### config.mk
export PLATFORM = sky130hd
export DESIGN_NAME = data_sram_ctrl
export DESIGN_NICKNAME = d
export VERILOG_FILES = /design/src/rtl/mem_pkg.sv /design/src/rtl/load_align.sv /design/src/rtl/data_sram_ctrl.sv
export SDC_FILE = /design/constraint.sdc
export NUM_CORES = 1
export LEC_CHECK = 0
export ABC_AREA = 1
export BUFFER_PORTS_ARGS = -buffer_cell sky130_fd_sc_hd__buf_2
export CAP_MARGIN = 20
export CORE_ASPECT_RATIO = 0.8
export CORE_MARGIN = 2
export CORE_UTILIZATION = 50
export CTS_CLUSTER_DIAMETER = 30
export DETAILED_ROUTE_END_ITERATION = 16
export PLACE_DENSITY = 0.9
export REMOVE_ABC_BUFFERS = 1
export SYNTH_ARGS = -nofsm -noshare
export SYNTH_HDL_FRONTEND = slang
export SYNTH_SLANG_ARGS = --single-unit
### constraint.sdc
create_clock -name clk -period 3.25 [get_ports clk]
set_input_delay 0.4875 -clock clk [delete_from_list [all_inputs] [get_ports clk]]
set_output_delay 0.4875 -clock clk [all_outputs]
set_load 0.01 [all_outputs]
### src/rtl/mem_pkg.sv
// rtl/mem_pkg.sv - shared size encodings, FSM state type and store lane helpers
package mem_pkg;

    localparam logic [1:0] SZ_BYTE = 2'b00;
    localparam logic [1:0] SZ_HALF = 2'b01;
    localparam logic [1:0] SZ_WORD = 2'b10;

    typedef enum logic [1:0] {
        IDLE   = 2'd0,
        ACCESS = 2'd1,
        RESP   = 2'd2
    } state_t;

    // Byte write enables for a store; size 11 behaves as a word.
    function automatic logic [3:0] store_wen(input logic [1:0] size, input logic [1:0] addr_lo);
        case (size)
            SZ_BYTE: store_wen = 4'b0001 << addr_lo;
            SZ_HALF: store_wen = addr_lo[1] ? 4'b1100 : 4'b0011;
            default: store_wen = 4'b1111;
        endcase
    endfunction

    // Replicate right-justified store data across every lane so wen alone picks the target.
    function automatic logic [31:0] store_wdata(input logic [1:0] size, input logic [31:0] wdata);
        case (size)
            SZ_BYTE: store_wdata = {4{wdata[7:0]}};
            SZ_HALF: store_wdata = {2{wdata[15:0]}};
            default: store_wdata = wdata;
        endcase
    endfunction

    // Half on an odd byte, or word off a word boundary.
    function automatic logic misaligned(input logic [1:0] size, input logic [1:0] addr_lo);
        case (size)
            SZ_BYTE: misaligned = 1'b0;
            SZ_HALF: misaligned = addr_lo[0];
            default: misaligned = (addr_lo != 2'b00);
        endcase
    endfunction

endpackage

### src/rtl/load_align.sv
// rtl/load_align.sv - selects the addressed load lane and sign/zero-extends it
module load_align
    import mem_pkg::*;
(
    input  logic [31:0] rdata,
    input  logic [1:0]  addr_lo,
    input  logic [1:0]  size,
    input  logic        is_unsigned,
    output logic [31:0] data
);

    logic [7:0]  byte_lane;
    logic [15:0] half_lane;

    assign byte_lane = rdata[{addr_lo, 3'b000} +: 8];
    assign half_lane = addr_lo[1] ? rdata[31:16] : rdata[15:0];

    // Extend the selected lane; sign bit is forced low for unsigned loads.
    always_comb begin
        data = rdata;
        case (size)
            SZ_BYTE: data = {{24{~is_unsigned & byte_lane[7]}}, byte_lane};
            SZ_HALF: data = {{16{~is_unsigned & half_lane[15]}}, half_lane};
            default: data = rdata;
        endcase
    end

endmodule

### src/rtl/data_sram_ctrl.sv
// rtl/data_sram_ctrl.sv - MEM-stage data SRAM controller; DSRAM_ALIGN_CHECK_EN enables misalignment errors
module data_sram_ctrl
    import mem_pkg::*;
#(
    parameter int RD_LATENCY = 1
) (
    input  logic        clk,
    input  logic        rst,
    input  logic        req_valid,
    output logic        req_ready,
    input  logic        req_we,
    input  logic [1:0]  req_size,
    input  logic        req_unsigned,
    input  logic [31:0] req_addr,
    input  logic [31:0] req_wdata,
    output logic        resp_valid,
    output logic [31:0] resp_rdata,
    output logic        resp_err,
    output logic        data_sram_en,
    output logic [3:0]  data_sram_wen,
    output logic [31:0] data_sram_addr,
    output logic [31:0] data_sram_wdata,
    input  logic [31:0] data_sram_rdata
);

    localparam logic [1:0] LAT_LAST = 2'(RD_LATENCY - 1);

    state_t      state;
    logic [1:0]  lat_cnt;
    logic        we_q;
    logic [1:0]  size_q;
    logic        uns_q;
    logic [1:0]  addr_lo_q;
    logic        en_q;
    logic [3:0]  wen_q;
    logic [31:0] sram_addr_q;
    logic [31:0] sram_wdata_q;
    logic        resp_valid_q;
    logic [31:0] load_data;
`ifdef DSRAM_ALIGN_CHECK_EN
    logic        resp_err_q;
`endif

    // Request FSM; SRAM and response controls are registered alongside the state.
    always_ff @(posedge clk) begin
        if (rst) begin
            state        <= IDLE;
            lat_cnt      <= 2'd0;
            we_q         <= 1'b0;
            size_q       <= SZ_BYTE;
            uns_q        <= 1'b0;
            addr_lo_q    <= 2'b00;
            en_q         <= 1'b0;
            wen_q        <= 4'b0000;
            sram_addr_q  <= 32'd0;
            sram_wdata_q <= 32'd0;
            resp_valid_q <= 1'b0;
`ifdef DSRAM_ALIGN_CHECK_EN
            resp_err_q   <= 1'b0;
`endif
        end else begin
            case (state)
                IDLE: begin
                    if (req_valid) begin
                        we_q      <= req_we;
                        size_q    <= req_size;
                        uns_q     <= req_unsigned;
                        addr_lo_q <= req_addr[1:0];
`ifdef DSRAM_ALIGN_CHECK_EN
                        if (misaligned(req_size, req_addr[1:0])) begin
                            state        <= RESP;
                            resp_valid_q <= 1'b1;
                            resp_err_q   <= 1'b1;
                        end else
`endif
                        begin
                            state        <= ACCESS;
                            lat_cnt      <= 2'd0;
                            en_q         <= 1'b1;
                            wen_q        <= req_we ? store_wen(req_size, req_addr[1:0]) : 4'b0000;
                            sram_addr_q  <= {req_addr[31:2], 2'b00};
                            sram_wdata_q <= req_we ? store_wdata(req_size, req_wdata) : 32'd0;
                        end
                    end
                end
                ACCESS: begin
                    // A store writes once; later cycles only hold the address.
                    wen_q <= 4'b0000;
                    if (lat_cnt == LAT_LAST) begin
                        state        <= RESP;
                        en_q         <= 1'b0;
                        sram_addr_q  <= 32'd0;
                        sram_wdata_q <= 32'd0;
                        resp_valid_q <= 1'b1;
                    end else begin
                        lat_cnt <= lat_cnt + 2'd1;
                    end
                end
                RESP: begin
                    state        <= IDLE;
                    resp_valid_q <= 1'b0;
`ifdef DSRAM_ALIGN_CHECK_EN
                    resp_err_q   <= 1'b0;
`endif
                end
                default: state <= IDLE;
            endcase
        end
    end

    load_align u_load_align (
        .rdata       (data_sram_rdata),
        .addr_lo     (addr_lo_q),
        .size        (size_q),
        .is_unsigned (uns_q),
        .data        (load_data)
    );

    // Handshake and strobes are masked by rst so nothing leaks during the reset cycle.
    assign req_ready       = (state == IDLE) && !rst;
    assign data_sram_en    = en_q && !rst;
    assign data_sram_wen   = rst ? 4'b0000 : wen_q;
    assign data_sram_addr  = sram_addr_q;
    assign data_sram_wdata = sram_wdata_q;
    assign resp_valid      = resp_valid_q && !rst;

`ifdef DSRAM_ALIGN_CHECK_EN
    assign resp_err = resp_err_q && !rst;
`else
    assign resp_err = 1'b0;
`endif

    assign resp_rdata = (resp_valid && !we_q && !resp_err) ? load_data : 32'd0;

endmodule
==> impl_metrics.env, run 1 <==
export IMPL_outcome="completed"
export IMPL_ant_nets=0
export IMPL_clk_latency_ns=0.35
export IMPL_antenna_found_initial=0
export IMPL_start_kind="flip-flop"
export IMPL_grt_pass1_wl_mm=19.8
export IMPL_ys_types=33
export IMPL_die_width_um=105
export IMPL_cts_buffer_depth=2
export IMPL_vdd_ir_drop_max_v=0.000346
export IMPL_port_buffers=203
export IMPL_finalSetupTns_ns=0
export IMPL_critical_path_class="flip-flop to output pin"
export IMPL_clock_fmax_mhz=342
export IMPL_synthCells=620
export IMPL_h_tree_depth=3
export IMPL_ctsResizeCount=0
export IMPL_avgViaCountPerCell=5.23
export IMPL_post_drt_wl_per_cell_um=13.5
export IMPL_min_period_ns=2.93
export IMPL_endpoint_kind="output pin"
export IMPL_cts_sinks=78
export IMPL_ys_warn_count=0
export IMPL_avgSynthCellArea_um2=6.56
export IMPL_place_congestion=0.945
export IMPL_hpwl_mm=9.10
export IMPL_nNetsFinal=904
export IMPL_vias=4767
export IMPL_area_delta_synth_final_pct=29.1
export IMPL_cp_required_ns=2.76
export IMPL_grt_pass1_vias=4358
export IMPL_tightest_slew_ns=0.908
export IMPL_cap_violations=0
export IMPL_start_util_pct=51.4
export IMPL_syn_area_um2=4070
export IMPL_root_buffer="clkbuf_8"
export IMPL_finalCritPeriodShare_pct=90.1
export IMPL_hold_buffers=0
export IMPL_synth_flop_cell="dfxtp_1"
export IMPL_slew_violations=0
export IMPL_async_reset_ff_share_pct=0
export IMPL_crit_path_max_fanout=19
export IMPL_antennaDiodeCount=0
export IMPL_hold_viol_final=0
export IMPL_path_clk_slew_ns=0.08
export IMPL_dpl_worst_slack_ns=0.735
export IMPL_fp_row_count=29
export IMPL_cts_tree="done"
export IMPL_drc=0
export IMPL_ys_seq_elements=78
export IMPL_setup_viol=0
export IMPL_die_h_um=84.7
export IMPL_die_area_um2=8870
export IMPL_fin_skew_ns=0.00636
export IMPL_post_cts_repair_setup_buffers=0
export IMPL_worstHoldPathType="primary input to flip-flop"
export IMPL_arrival_ns=2.44
export IMPL_ys_seq_area_share_pct=38.4
export IMPL_powerDensity_nw_per_um2=436
export IMPL_drive_above_1_share_pct=31.8
export IMPL_synth_edf_count=0
export IMPL_slew_limit_headroom_pct=39.4
export IMPL_grt_max_degree=52
export IMPL_rsz0062_at_grt="no"
export IMPL_core_um2=7910
export IMPL_p_leak_nw=2.83
export IMPL_drtIter0Drc=288
export IMPL_finalWorstSetupSlack_ns=0.323
export IMPL_cts_buffers=9
export IMPL_ios=207
export IMPL_first_pass_iters=5
export IMPL_grt_use_total_pct=27.0
export IMPL_grt_ovfl_total=0
export IMPL_wl_mm=12.3
[placed cells by master, fill, tap and decap left out, drive strengths merged]
cell	n
nor3	1
nor2	61
dfxtp	78
inv	54
o31ai	1
o21ai	62
a22oi	6
or2	7
ha	1
o22ai	3
bufinv	1
nand2	212
o211ai	1
a21oi	41
clkbuf	9
conb	3
o32ai	4
buf	208
nand3	46
clkinv	5
[final timing paths]
| path | start | end | slack, ns | cells after the start |
|---|---|---|---|---|
| setup / recovery | size_q[1]$_SDFFE_PP0P_ | resp_rdata[16] | 0.32 | 10 |
| hold / removal | req_addr[4] | data_sram_addr[4]$_SDFFE_PP0P_ | 0.33 | 3 |
| setup reg to reg | state[0]$_SDFFE_PP0P_ | data_sram_wdata[19]$_SDFFE_PP0P_ | 0.96 | 6 |
| hold reg to reg | data_sram_wdata[4]$_SDFFE_PP0P_ | data_sram_wdata[4]$_SDFFE_PP0P_ | 0.47 | 2 |
[Yosys cell counts (3+ instances only)]
| master | count | area, um2 |
|---|---|---|
| buf_4 | 4 | 30.0 |
| nor2_4 | 10 | 113 |
| o32ai_1 | 4 | 35.0 |
| a22oi_1 | 6 | 45.0 |
| a21oi_1 | 41 | 205 |
| inv_2 | 3 | 11.3 |
| nor2_1 | 49 | 184 |
| buf_2 | 12 | 60.1 |
| o22ai_1 | 3 | 18.8 |
| nand3_1 | 45 | 225 |
| o21ai_0 | 61 | 305 |
| clkbuf_1 | 22 | 82.6 |
| nand2_4 | 3 | 33.8 |
| dfxtp_1 | 78 | 1560 |
| or2_2 | 7 | 43.8 |
| nand2_1 | 207 | 777 |
| inv_1 | 48 | 180 |
[critical path, cell delays in order, from the launching register on]
cell and delay [ns]:
dfxtp_1 0.84, inv_8 0.15, nand2_4 0.16, nor2_8 0.05, nand2_2 0.06, nand2_2 0.07, nand2_4 0.12, nand3_4 0.09
nand2_4 0.30, nor2_1 0.07, buf_2 0.15
[stage by stage]
step           power [W]  instance area, um2  hold slack, ns  instances  util, %
6_report         0.00229                5250           0.333        912     66.3
5_1_grt          0.00241                5250           0.338        912     66.3
4_1_cts          0.00230                5250           0.320        912     66.3
3_5_place_dp     0.00160                5060           0.453        897     64.0
3_3_place_gp     0.00158                5060           0.449        897     64.0
2_1_floorplan    0.00137                3860           0.433        581        -
[state kept, by name, indices dropped and copies added (netlist names)]
signal and count:
size_q 2, uns_q 1, en_q 1, wen_q 4, addr_lo_q 2, we_q 1
data_sram_addr 30, state 2, data_sram_wdata 32, lat_cnt 2, resp_valid_q 1
[layer usage]
layer	GRT usage [%]	vias to the layer above	wire (um)
met3	7.38	29	1280
met1	33.2	2151	4810
met2	45.9	265	6000
met4	9.45	0	249
met5	0	-	0
li1	-	2322	-
[logic make-up (layout without fill, tap and decap cells)]
kind of cell	after synthesis	count (layout)	synth area share, %
AOI/OAI and AO/OA	118	118	15.5
other	1	3	0.0922
and+or+nand+nor	327	327	35.4
adders and majority gates	1	1	0.308
buffers and inverters	95	277	10.3
DFF	78	78	38.4
[power by group]
part | total, W | internal, W | switching (W)
combinational | 0.000520 | 0.000193 | 0.000327
clock | 0.000704 | 0.000350 | 0.000354
sequential | 0.00106 | 0.00102 | 0.0000439
total | 0.00229 | 0.00156 | 0.000725
[area by class of cell]
type / count / area [um2]
Inverter: 54 / 213
Sequential cell: 78 / 1560
Fill cell: 677 / 2660
Multi-Input combinational cell: 449 / 2100
Tap cell: 108 / 135
Clock buffer: 9 / 124
Clock inverter: 6 / 62.6
Timing Repair Buffer: 208 / 1050
(Power assumes the default switching activity.)
==> run 2, diff against run 1 <==
- ABC_AREA: 1 -> default
- CORE_MARGIN: 2 -> 4
- CORE_UTILIZATION: 50 -> 49
==> run 2 against run 1 <==
Worst hold slack gained 0.028 ns. Register-to-register slack better by 0.25 ns. Non-clock buffer count is 1 higher. Via count fell by 16%. Sequential cell count is the same. Area after synthesis fell by 5.7%.
==> impl_metrics.env, run 2 <==
export IMPL_area_delta_synth_final_pct=31.5
export IMPL_cts_buffer_depth=2
export IMPL_ys_seq_area_share_pct=40.7
export IMPL_synth_top_cell_area_share_pct=40.7
export IMPL_fin_hold_ws_ns=0.361
export IMPL_drive_above_1_share_pct=41.4
export IMPL_rsz0062_at_grt="no"
export IMPL_pwr_share_clk_pct=34.0
export IMPL_r2r_end="data_sram_wdata[15]$_SDFFE_PP0P_"
export IMPL_layout_commonest_cell="buf_2"
export IMPL_ff2ff_path_depth=6
export IMPL_slew_violations=0
export IMPL_nNetsFinal=730
export IMPL_hpwl_mm=8.88
export IMPL_crit_path_end="resp_rdata[11]"
export IMPL_post_cts_repair_setup_buffers=0
export IMPL_first_pass_iters=5
export IMPL_grt_pass1_wl_mm=19.0
export IMPL_antenna_found_initial=0
export IMPL_r2r_start="lat_cnt[0]$_SDFFE_PP0P_"
export IMPL_synth_edf_count=0
export IMPL_post_drt_wl_per_cell_um=16.2
export IMPL_ctsResizeCount=0
export IMPL_synthTopCellsByCount="dfxtp_1, nand2_1, a21oi_1, nor2_1, a22o_1"
export IMPL_cts_buffers=9
export IMPL_vdd_ir_drop_max_v=0.000368
export IMPL_powerDensity_nw_per_um2=451
export IMPL_cts_sinks=78
export IMPL_vias=4017
export IMPL_synth_flop_cell="dfxtp_1"
export IMPL_die_width_um=107
export IMPL_crit_path_max_fanout=13
export IMPL_die_area_um2=9310
export IMPL_yosys_area_top_type="dfxtp_1"
export IMPL_port_buffers=203
export IMPL_antennaDiodeCount=0
export IMPL_worstHoldPathType="primary input to flip-flop"
export IMPL_min_period_ns=2.70
export IMPL_clk_latency_ns=0.34
export IMPL_async_reset_ff_share_pct=0
export IMPL_ys_warn_count=0
export IMPL_synth_most_common_cell="dfxtp_1"
export IMPL_grt_use_total_pct=25.0
export IMPL_endpoint_kind="output pin"
export IMPL_cp_slowest_cell="dfxtp_1"
export IMPL_drc=0
export IMPL_ios=207
export IMPL_syn_area_um2=3830
export IMPL_path_cells="nor3b_4, a22o_4, a21oi_4, a221oi_1, buf_2"
export IMPL_ys_types=47
export IMPL_start_kind="flip-flop"
export IMPL_cpPeakStageDelay_ns=0.51
export IMPL_ys_seq_elements=78
export IMPL_largest_register_ffs=32
export IMPL_final_cell_mix="buf_2, dfxtp_1, nand2_1"
export IMPL_cap_violations=0
export IMPL_cts_tree="done"
export IMPL_power_switching_w=0.000646
export IMPL_start_util_pct=51.1
export IMPL_finalSetupTns_ns=0
export IMPL_tightest_slew_ns=0.910
export IMPL_grt_ovfl_total=0
export IMPL_drtIter0Drc=308
export IMPL_p_leak_nw=2.53
export IMPL_wl_mm=12.0
export IMPL_r2r_slack_ns=1.21
export IMPL_ant_nets=0
export IMPL_grt_pass1_vias=3957
export IMPL_outcome="completed"
export IMPL_clock_fmax_mhz=371
export IMPL_fp_row_count=28
export IMPL_setup_viol=0
export IMPL_grt_max_degree=45
export IMPL_avgSynthCellArea_um2=8.62
export IMPL_h_tree_depth=3
export IMPL_hold_viol_final=0
export IMPL_crit_path_start="size_q[1]$_SDFFE_PP0P_"
export IMPL_cp_required_ns=2.76
export IMPL_seqPwrFrac_pct=46.1
export IMPL_synthCells=445
export IMPL_critical_path_class="flip-flop to output pin"
export IMPL_power_frac_comb_pct=19.8
export IMPL_switching_share_pct=28.4
export IMPL_synth_area_top_cells="dfxtp_1, a22o_1, mux2_2"
export IMPL_root_buffer="clkbuf_8"
export IMPL_slew_limit_headroom_pct=39.3
export IMPL_die_h_um=87.1
export IMPL_fill_cells=635
export IMPL_arrival_ns=2.21
export IMPL_finalCritPeriodShare_pct=83.0
export IMPL_fin_skew_ns=0.00852
export IMPL_hold_buffers=0
export IMPL_place_congestion=0.869
export IMPL_avgViaCountPerCell=5.46
export IMPL_intPower_w=0.00163
export IMPL_path_clk_slew_ns=0.08
export IMPL_core_um2=7500
## run 2: cell count changes after synthesis, sizes merged, moves of 25 or more
cell and change:
o21ai -48, mux2 +25, nand2 -142, a22o +32
nor2 -25, inv -36, nand3 -26
## run 2: kinds of logic (layout without fill, tap and decap cells)
logic type / Yosys count / count (layout) / share of synthesized area [%]
AO/OA/AOI/OAI: 122 / 122 / 23.9
adder cells (fa/ha/maj): 1 / 1 / 0.326
buffers and inverters: 58 / 242 / 7.15
flip-flops: 78 / 78 / 40.7
multiplexers: 35 / 35 / 10.1
other: 1 / 3 / 0.0978
AND/OR/NAND/NOR: 150 / 150 / 17.8
## run 2: critical path: cells and delay by family (launching register included)
family,cells,cell delay (ns)
AO/OA/AOI/OAI,3,0.69
flip-flops,1,0.51
AND/OR/NAND/NOR,1,0.46
buffers and inverters,1,0.20
## run 2: layer usage
| layer | GRT usage (%) | share of wire (%) |
|---|---|---|
| met2 | 43.9 | 49 |
| met1 | 28.8 | 40 |
| met3 | 8.08 | 9.6 |
| met5 | 0 | 0 |
| met4 | 9.06 | 1.8 |
## run 2: worst min-delay path by stage
stage / start / to / slack [ns] / cells past startpoint
after detailed placement: data_sram_wdata[21]$_SDFFE_PP0P_ / data_sram_wdata[21]$_SDFFE_PP0P_ / 0.44 / 2
after global routing: req_addr[5] / data_sram_addr[5]$_SDFFE_PP0P_ / 0.34 / 2
after global placement: data_sram_wdata[7]$_SDFFE_PP0P_ / data_sram_wdata[7]$_SDFFE_PP0P_ / 0.44 / 2
final: req_addr[31] / data_sram_addr[31]$_SDFFE_PP0P_ / 0.36 / 2
after floorplan: we_q$_SDFFE_PP0P_ / we_q$_SDFFE_PP0P_ / 0.45 / 2
after CTS: req_addr[13] / data_sram_addr[13]$_SDFFE_PP0P_ / 0.35 / 2
## run 2: stage by stage
step	std cells	setup slack [ns]	cell area, um2	total power [W]	util (%)
after CTS	736	0.548	5040	0.00228	67.3
final	736	0.553	5040	0.00227	67.3
after global routing	736	0.355	5040	0.00238	67.3
after detailed placement	720	0.821	4820	0.00151	64.3
after floorplan	406	0.952	3630	0.00130	-
after global placement	720	0.869	4820	0.00150	64.3
## run 2: area by class of cell
type,count,area (um2),area share (%)
clock buffers,12,165,3.28
clock inverters,4,53.8,1.07
inverters,17,63.8,1.27
multi-input cells,311,2010,39.8
flip-flops and latches,78,1560,31.0
well taps,105,131,2.61
repair buffers,209,1060,21.0
## run 2: power by group through the flow
stage	Sequential, W	Clock, W	Combinational, W
6_report	0.00105	0.000773	0.000451
5_1_grt	0.00106	0.000832	0.000494
4_1_cts	0.00105	0.000783	0.000449
3_5_place_dp	0.00107	0	0.000447
3_3_place_gp	0.00107	0	0.000433
2_1_floorplan	0.00109	0	0.000215
==> run 3, diff against run 2 <==
- CORE_UTILIZATION: 49 -> 41
- PLACE_DENSITY: 0.9 -> 0.8
- clock period: 3.25 -> 2.47 ns (I/O delays scaled with it)
==> run 3 against run 2 <==
Global-route usage fell by 4.1 points. Cell count grew 2.4%. Clock power rose by 73%. Count of clock-buffer cells in the layout fell by 2. Routed wire length about the same. First-iteration DRC count is 7.1% lower. Utilization is 9.5 points lower. Combinational power increased by 37%. Critical path type unchanged. Critical endpoint is now resp_rdata[18].
==> impl_metrics.env, run 3 (synthesized netlist as in run 2, its figures left out) <==
export IMPL_outcome="completed"
export IMPL_area_delta_synth_final_pct=36.7
export IMPL_die_width_um=116
export IMPL_die_h_um=94.5
export IMPL_fin_hold_ws_ns=0.257
export IMPL_slew_limit_headroom_pct=52.3
export IMPL_tightest_slew_ns=0.712
export IMPL_cts_buffer_depth=2
export IMPL_root_buffer="clkbuf_16"
export IMPL_arrival_ns=1.97
export IMPL_slew_violations=0
export IMPL_cts_sinks=78
export IMPL_endpoint_kind="output pin"
export IMPL_setup_viol=0
export IMPL_crit_path_start="resp_valid_q$_SDFFE_PP0P_"
export IMPL_grt_pass1_vias=3993
export IMPL_fin_skew_ns=0.0122
export IMPL_min_period_ns=2.34
export IMPL_hpwl_mm=8.93
export IMPL_start_kind="flip-flop"
export IMPL_r2r_end="data_sram_wdata[19]$_SDFFE_PP0P_"
export IMPL_grt_met3_usage_pct=5.25
export IMPL_r2r_start="lat_cnt[0]$_SDFFE_PP0P_"
export IMPL_hold_viol_final=0
export IMPL_ios=207
export IMPL_start_util_pct=42.2
export IMPL_grt_pass1_wl_mm=18.8
export IMPL_vias=4065
export IMPL_critical_path_class="flip-flop to output pin"
export IMPL_first_pass_iters=6
export IMPL_h_tree_depth=3
export IMPL_p_leak_nw=2.62
export IMPL_drc=0
export IMPL_cpPeakStageDelay_ns=0.66
export IMPL_avgViaCountPerCell=5.39
export IMPL_core_um2=9080
export IMPL_cp_slowest_cell="or3b_2"
export IMPL_ant_nets=0
export IMPL_cap_violations=0
export IMPL_globalRouteMet2Util_pct=35.6
export IMPL_crit_path_max_fanout=16
export IMPL_drive_above_1_share_pct=42.4
export IMPL_crit_path_end="resp_rdata[18]"
export IMPL_fin_util_pct=57.7
export IMPL_cts_buffers=9
export IMPL_drtIter0Drc=286
export IMPL_worstHoldPathType="primary input to flip-flop"
export IMPL_die_area_um2=11000
export IMPL_finalCritPeriodShare_pct=94.7
export IMPL_post_drt_wl_per_cell_um=15.9
export IMPL_clock_fmax_mhz=428
export IMPL_vdd_ir_drop_max_v=0.000333
export IMPL_path_clk_slew_ns=0.06
export IMPL_nNetsFinal=738
export IMPL_grt_ovfl_total=0
export IMPL_powerDensity_nw_per_um2=636
export IMPL_whs_path_depth=2
export IMPL_final_cell_mix="buf_2, dfxtp_1, nand2_1"
export IMPL_grt_use_total_pct=20.9
export IMPL_top_usage_layer="met2"
export IMPL_fp_row_count=31
export IMPL_use_met1_pct=26.0
export IMPL_cp_required_ns=2.10
export IMPL_port_buffers=203
export IMPL_clk_latency_ns=0.33
export IMPL_layout_commonest_cell="buf_2"
export IMPL_largest_register_ffs=32
export IMPL_grt_max_degree=44
export IMPL_wl_mm=12.0
export IMPL_antennaDiodeCount=0
export IMPL_antenna_found_initial=0
export IMPL_rsz0062_at_grt="no"
export IMPL_r2r_slack_ns=0.60
export IMPL_finalSetupTns_ns=0
export IMPL_place_congestion=0.976
export IMPL_path_cells="or3b_2, nor3_4, o21ai_4, nand2_1, buf_2"
export IMPL_ff2ff_path_depth=7
export IMPL_cts_tree="done"
[run 3: cell count changes in the layout (fill, tap and decap cells not counted), sizes merged]
cell | before | now
buf | 209 | 217
clkbuf | 12 | 10
clkinv | 1 | 2
inv | 17 | 18
[run 3: how the worst min path moves through the flow]
stage,to,start
floorplan,data_sram_wdata[0]$_SDFFE_PP0P_,rst
global placement,data_sram_wdata[0]$_SDFFE_PP0P_,data_sram_wdata[0]$_SDFFE_PP0P_
detailed placement,data_sram_wdata[16]$_SDFFE_PP0P_,data_sram_wdata[16]$_SDFFE_PP0P_
CTS,data_sram_addr[22]$_SDFFE_PP0P_,req_addr[22]
global route,data_sram_addr[21]$_SDFFE_PP0P_,req_addr[21]
finish,data_sram_addr[4]$_SDFFE_PP0P_,req_addr[4]
[run 3: stage by stage]
stage / setup WS (ns) / cell area [um2] / cells / power, W
2_1_floorplan: 0.289 / 3630 / 406 / 0.00172
3_3_place_gp: 0.316 / 4890 / 735 / 0.00199
3_5_place_dp: 0.257 / 4890 / 735 / 0.00201
4_1_cts: 0.00106 / 5190 / 751 / 0.00336
5_1_grt: 0.0376 / 5240 / 754 / 0.00348
6_report: 0.132 / 5240 / 754 / 0.00333
[run 3: worst max-delay path, delay by kind of cell, from the launching register on]
kind / cells / cell delay, ns
simple gates: 3 / 0.98
flops: 1 / 0.36
buf+inv: 1 / 0.13
compound gates: 1 / 0.17
[run 3: report_power, final]
part	internal [W]	total, W	switching (W)
logic	0.000276	0.000617	0.000341
clock network	0.000817	0.00134	0.000525
registers	0.00133	0.00138	0.0000448
[run 3: layer usage]
metal  wire length, um  vias to the layer above
met5                 0                        -
met4               221                        0
met3              1030                       21
met2              5820                      189
met1              4890                     1901
li1                  -                     1954
[run 3: area by class of cell]
cell class,instances,area [um2]
clock buffers,10,239
clock inverters,6,70.1
fillers,820,3840
inverters,17,63.8
multi-input cells,311,2010
flip-flops and latches,78,1560
well taps,115,144
repair buffers,217,1150
[run 3: repair_timing]
action / 4_1_cts / 5_1_grt
setup buffers: 0 / 2
cloned: 0 / 0
endpoints found under the setup margin: 2 / 29
pin swaps: 1 / 2
hold buffers: 0 / 0
gates resized for setup: 0 / 2
